$ cat src/rtl/uart_rx_ctrl.sv
// ============================================================================
// uart_rx_ctrl : UART receive control - start detect, bit timing, parity/stop
//                checking, buffer handshake and error flags.   Rev 1.0
// ============================================================================
`default_nettype none

module uart_rx_ctrl #(
  parameter int CLKS_PER_BIT = 10,
  parameter int DATA_BITS    = 8,
  parameter int PARITY_MODE  = 0,
  parameter int STOP_BITS    = 1
) (
  input  logic clk,
  input  logic rst,
  input  logic serial_in,
  input  logic data_read,
  output logic shift_strobe,
  output logic load_buffer,
  output logic data_ready,
  output logic framing_error,
  output logic parity_error,
  output logic overrun_error,
  output logic busy
);

  localparam int            c_tw        = $clog2(CLKS_PER_BIT);
  localparam logic [c_tw-1:0] c_tc      = c_tw'(CLKS_PER_BIT - 1);
  localparam logic [c_tw-1:0] c_half_tc = c_tw'(CLKS_PER_BIT / 2 - 1);
  localparam logic [3:0]    c_last_bit  = 4'(DATA_BITS - 1);
  localparam logic          c_last_stop = (STOP_BITS == 2);
  localparam logic          c_odd       = (PARITY_MODE == 2);
  localparam logic          c_has_par   = (PARITY_MODE != 0);

  localparam logic [2:0] c_st_idle   = 3'd0;
  localparam logic [2:0] c_st_start  = 3'd1;
  localparam logic [2:0] c_st_data   = 3'd2;
  localparam logic [2:0] c_st_parity = 3'd3;
  localparam logic [2:0] c_st_stop   = 3'd4;
  localparam logic [2:0] c_st_wait   = 3'd5;
  localparam logic [2:0] c_st_load   = 3'd6;

  logic [2:0]      state_q, state_d;
  logic [c_tw-1:0] timer_q, timer_d;
  logic [3:0]      bit_cnt_q, bit_cnt_d;
  logic            stop_cnt_q, stop_cnt_d;
  logic            acc_q, acc_d;
  logic            data_ready_q, data_ready_d;
  logic            framing_error_q, framing_error_d;
  logic            parity_error_q, parity_error_d;
  logic            overrun_error_q, overrun_error_d;

  logic w_tc, w_half_tc, w_timing, w_valid_start, w_strobe, w_load;

  assign w_tc          = (timer_q == c_tc);
  assign w_half_tc     = (timer_q == c_half_tc);
  assign w_timing      = (state_q == c_st_start) || (state_q == c_st_data) ||
                         (state_q == c_st_parity) || (state_q == c_st_stop);
  assign w_valid_start = (state_q == c_st_start) && w_half_tc && !serial_in;
  assign w_strobe      = (state_q == c_st_data) && w_tc;
  assign w_load        = (state_q == c_st_load);

  always_ff @(posedge clk) begin
    if (rst) begin
      state_q         <= c_st_idle;
      timer_q         <= '0;
      bit_cnt_q       <= '0;
      stop_cnt_q      <= 1'b0;
      acc_q           <= 1'b0;
      data_ready_q    <= 1'b0;
      framing_error_q <= 1'b0;
      parity_error_q  <= 1'b0;
      overrun_error_q <= 1'b0;
    end else begin
      state_q         <= state_d;
      timer_q         <= timer_d;
      bit_cnt_q       <= bit_cnt_d;
      stop_cnt_q      <= stop_cnt_d;
      acc_q           <= acc_d;
      data_ready_q    <= data_ready_d;
      framing_error_q <= framing_error_d;
      parity_error_q  <= parity_error_d;
      overrun_error_q <= overrun_error_d;
    end
  end

  always_comb begin
    state_d = state_q;
    case (state_q)
      c_st_idle:   if (!serial_in) state_d = c_st_start;
      c_st_start:  if (w_half_tc) state_d = serial_in ? c_st_idle : c_st_data;
      c_st_data:   if (w_tc && (bit_cnt_q == c_last_bit))
                     state_d = c_has_par ? c_st_parity : c_st_stop;
      c_st_parity: if (w_tc) state_d = c_st_stop;
      c_st_stop: begin
        if (w_tc) begin
          if (!serial_in)                      state_d = c_st_wait;
          else if (stop_cnt_q == c_last_stop)  state_d = c_st_load;
        end
      end
      // A line stuck low after a bad stop bit must rise before a new start counts
      c_st_wait:   if (serial_in) state_d = c_st_idle;
      c_st_load:   state_d = c_st_idle;
      default:     state_d = c_st_idle;
    endcase
  end

  always_comb begin
    timer_d         = timer_q + 1'b1;
    bit_cnt_d       = bit_cnt_q;
    stop_cnt_d      = stop_cnt_q;
    acc_d           = acc_q;
    framing_error_d = framing_error_q;
    parity_error_d  = parity_error_q;
    data_ready_d    = data_ready_q;
    overrun_error_d = overrun_error_q;

    if (!w_timing || (state_d != state_q) || w_tc) timer_d = '0;

    if (w_valid_start) begin
      bit_cnt_d       = '0;
      stop_cnt_d      = 1'b0;
      acc_d           = 1'b0;
      framing_error_d = 1'b0;
      parity_error_d  = 1'b0;
    end

    if (w_strobe) begin
      bit_cnt_d = bit_cnt_q + 4'd1;
      acc_d     = acc_q ^ serial_in;
    end

    if ((state_q == c_st_parity) && w_tc && ((acc_q ^ serial_in) != c_odd))
      parity_error_d = 1'b1;

    if ((state_q == c_st_stop) && w_tc) begin
      if (!serial_in) framing_error_d = 1'b1;
      else            stop_cnt_d      = ~stop_cnt_q;
    end

    // A read coinciding with a load consumes the old frame, so no overrun
    if (w_load)         data_ready_d = 1'b1;
    else if (data_read) data_ready_d = 1'b0;

    if (w_load && data_ready_q && !data_read) overrun_error_d = 1'b1;
    else if (data_read)                       overrun_error_d = 1'b0;
  end

  always_comb begin
    shift_strobe = w_strobe;
    load_buffer  = w_load;
    busy         = (state_q != c_st_idle);
  end

  assign data_ready    = data_ready_q;
  assign framing_error = framing_error_q;
  assign parity_error  = parity_error_q;
  assign overrun_error = overrun_error_q;

endmodule

`default_nettype wire

$ cat config.mk
export PLATFORM = sky130hd
export DESIGN_NAME = uart_rx_ctrl
export DESIGN_NICKNAME = d
export VERILOG_FILES = /design/src/rtl/uart_rx_ctrl.sv
export SDC_FILE = /design/constraint.sdc
export NUM_CORES = 1
export LEC_CHECK = 0
export CAP_MARGIN = 10
export CORE_MARGIN = 10
export CORE_UTILIZATION = 45
export CTS_CLUSTER_DIAMETER = 50
export DETAILED_ROUTE_END_ITERATION = 16
export PLACE_DENSITY_LB_ADDON = 0.15
export SYNTH_ARGS = -nofsm -noshare
export SYNTH_HDL_FRONTEND = slang
export SYNTH_SLANG_ARGS = --single-unit
$ cat constraint.sdc
create_clock -name clk -period 1.86 [get_ports clk]
set_input_delay 0.465 -clock clk [delete_from_list [all_inputs] [get_ports clk]]
set_output_delay 0.465 -clock clk [all_outputs]
set_load 0.02 [all_outputs]
; After elaboration in Yosys (flattened, before gate mapping)
; Cells that the tools add are included.
[totals]
output_inout_bits = 7
elab_cells = 71
input_bits = 4
register_bits = 17
[classes]
n_addsub = 2
eq_ne = 10
reduce_logical = 24
mux = 24
bitwise = 2
[ops]
columns = op, n
row1 = $mux W3, 8
row2 = $pmux W3 S6, 1
row3 = $mux W1, 12
row4 = $eq A3 B3 Y1 const B, 3
row5 = $logic_and A1 B1 Y1, 9
row6 = $add A4 B1 Y4 const B, 2
row7 = $eq A4 B3 Y1 const B, 2
row8 = $mux W4, 2
row9 = $reduce_bool A2 Y1, 4
row10 = $eq A3 B2 Y1 const B, 2
row11 = $logic_or A1 B1 Y1, 5
row12 = $eq A4 B4 Y1 const B, 1
row13 = $eq A3 B1 Y1 const B, 1
row14 = $logic_not A1 Y1, 3
row15 = $logic_not A3 Y1, 1
row16 = $ne A3 B3 Y1, 1
row17 = $reduce_bool A3 Y1, 1
row18 = $mux W2, 1
row19 = $reduce_or A2 Y1, 1
row20 = $not A1 Y1, 1
row21 = $xor A1 B1 Y1, 1

; Depth between registers and ports, before layout
[logic_depth]
ltp_word = 8
ltp_mapped = 7
depth_no_buf = 6

; Worst setup path after synthesis
; No wires, ideal clock.
[synth_timing]
kind = register -> output
start = reg timer_q[1]
end = out shift_strobe
stages_incl_launch_ff = 6
required_ns = 1.395
arrival_time_ns = 1.066
slack_ns = 0.329
n_path_buf = 1
cell_sequence = dfxtp_1 inv_1 ha_1 and3b_1 buf_6 and3_4
[synth_via]
elab_chain_len = 2
[synth_lines]
columns = item, line_no
row1 = start: declaration, 43  ; logic [c_tw-1:0] timer_q, timer_d;
row2 = start signal: assignment, 75  ; timer_q <= timer_d;
row3 = $eq A4 B4 Y1, 54  ; assign w_tc = (timer_q == c_tc);
row4 = $logic_and A1 B1 Y1, 59  ; assign w_strobe = (state_q == c_st_data) && w_tc;
row5 = end: declaration, 17  ; output logic shift_strobe,
; No other way between the ends.

; Worst setup path in the final report
; Same ends and word-level chain as after synthesis.

==> impl_results.md <==
* Num CTS Buffers at 3
* Max Freq at 0.556 GHz
* Post-DP HPWL at 1610 µm
* CORE AREA at 1960 µm²
* DR vias/cell at 5.26
* Skew final at 4.85 ps
* Max IR drop VDD at 359 µV
* Power per cell area at 544 nW/µm²
* Sw Share at 23.8%
* Worst-path clk slew at 100 ps
* Wire length per cell at 13.3 µm
* Antenna cells at 0
* Mapped Cells at 108
* Die width at 65.3 µm
* Mapped Avg Cell Area at 8.55 µm²
* Worst hold slack at 469 ps
* Top FF cell, synth: dfxtp_1
* Combinational share of power at 11.4%
* Die Ht at 65.3 µm
* Final WS setup at 61.8 ps
* Vias in the first global route at 778
* Pre-CTS WS at -99.6 ps
* Bufs on Longest Clock Path at 2
* Commonest cells after routing, fill and taps aside: dfxtp_1, buf_4, nor2_1
* Routed Antenna Nets at 0
* Hold Path Class: reg2reg
* Crit-path max FO at 2
* Num rows at 16
* CTS tree: yes
* Number of max-cap violations at 0
* Latest clock arrival within the worst-skew pair at 280 ps
* Seq pwr share at 58.1%
* Cell Area, Synth at 923 µm²
* DRC at 0
* Seq/Total Area, Yosys at 36.9%
* Share of cells above drive strength 1 at 19.7%
* Synthesis-to-finish area growth at 26.4%
* Drt pass-1 iters at 4
* Reg2Reg Setup Slack at 110 ps
* Final Slew Violations at 0
* CTS hold repair buffers at 0
* Post-layout nets at 141
* Initial drt markers at 34
* Relative max-transition margin at 82.0%
* Yosys warns at 0
* I/O Buffers at 10
* Tmin final at 1800 ps
* GPL Wtd Cong at 0.902
* Initial antenna violation count at 0
* Slew @ Worst Pin at 269 ps
* #FFs+latches synth at 17
* Synth area leader: dfxtp_1
* Crit path kind: reg2out
* WP data arrival at 1330 ps
* Status: finished clean
* Final Hold Viols at 0
* Largest net degree at the start of global routing at 13
* Post-synth cell types at 37
* Leak pwr at 0.493 nW
* Vias at 837
* Die area at 4260 µm²
* Crit end category: output port
* Syn_nets at 116
* Initial core utilization at 47.1%
* Clock power frac at 30.5%
* Final Cycle Share at 96.7%
* Yosys top cell area share at 36.9%
* H-tree Lvls at 1
* Startpoint types: flip-flop
* Final Setup Violations at 0
* Power Internal at 0.484 mW
* Fillers at 191
* Gr usage total at 10.0%
* Total power draw at 0.635 mW
* Dominant cells by area after synthesis: dfxtp_1, ha_1, nor2_1
* CP required at 1390 ps
* I/O Pins at 11
* CTS root buffer: clkbuf_4
* Drt total wl at 2110 µm
* Post-synth EDFFs at 0
* First-pass GRT wire length at 3530 µm
* CTS Sinks at 17
* Total gr overflow at 0
* Post-synth ARST share at 0%
* Psw at 0.151 mW
state kept, by name, summed over array words and instances (netlist names):
register	count
acc_q	1
overrun_error	1
framing_error	1
data_ready	1
parity_error	1
timer_q	4
stop_cnt_q	1
bit_cnt_q	4
state_q	3
synth_stat cells, types with 2 or more instances:
library cell	n
a211o_1	2
a211oi_1	2
a21o_1	2
a21oi_1	7
a31oi_1	3
and3b_1	3
buf_2	4
dfxtp_1	17
ha_1	4
inv_1	6
nand2_1	5
nand2b_1	4
nand3_1	6
nor2_1	12
nor3_1	5
nor3b_1	2
o211ai_1	2
o21ai_0	2
xnor2_1	2
through the flow:
step,cells,setup TNS (ps),area [µm²],utilization [%]
floorplan,108,0,923,-
global placement,154,-235,1130,57.8
detailed placement,154,-419,1130,57.8
CTS,158,0,1150,58.9
global route,159,-10.1,1170,59.5
finish,159,0,1170,59.5
layer usage:
layer  GRT usage, %  part of all wire [%]  vias up
met5              0                     0        -
met4           4.55                  0.43        0
met3           3.56                   6.4        2
met2           14.1                    43       13
met1           13.1                    50      385
li1               -                     -      437
path summary, 6_finish.rpt:
check                             startpoint  cells after the start           end
worst min-delay path            parity_error                      2  parity_error
worst max-delay path              timer_q[1]                      5  shift_strobe
worst max register to register    timer_q[1]                      8  bit_cnt_q[0]
worst min register to register  parity_error                      2  parity_error
worst max-delay path: stages, from the launching register on:
cell,delay [ps]
dfxtp_2,330
inv_2,50
ha_2,160
and3b_1,190
and3_4,200
buf_6,110
cells by family after synthesis:
kind of cell,count (synthesis),synth area share (%)
xor+xnor,3,2.85
buf+inv,12,6.23
simple gates,45,27.9
compound gates,26,19.5
mux,1,1.22
fa+ha+maj,4,5.42
flops,17,36.9
power groups by stage:
stage / combinational, mW / sequential, mW / clock [mW]
2_1_floorplan: 0.0389 / 0.377 / 0
3_3_place_gp: 0.0707 / 0.377 / 0
3_5_place_dp: 0.0727 / 0.377 / 0
4_1_cts: 0.0718 / 0.369 / 0.199
5_1_grt: 0.0794 / 0.370 / 0.220
6_report: 0.0724 / 0.369 / 0.194
cell type report:
cell class                 count  area [µm²]  share of cell area [%]
inverter                       6        22.5                    1.93
clock buffer                   4        26.3                    2.25
multi-input combinational     79         528                    45.2
sequential                    17         342                    29.3
tap                           27        33.8                    2.89
timing repair buffer          26         215                    18.4
what timing repair did:
item | CTS | global route
endpoints found under the setup margin | 3 | 2
setup buffers | 0 | 1
gates cloned | 0 | 0
resized for setup | 7 | 6
Power figures use the tool's default switching activity.
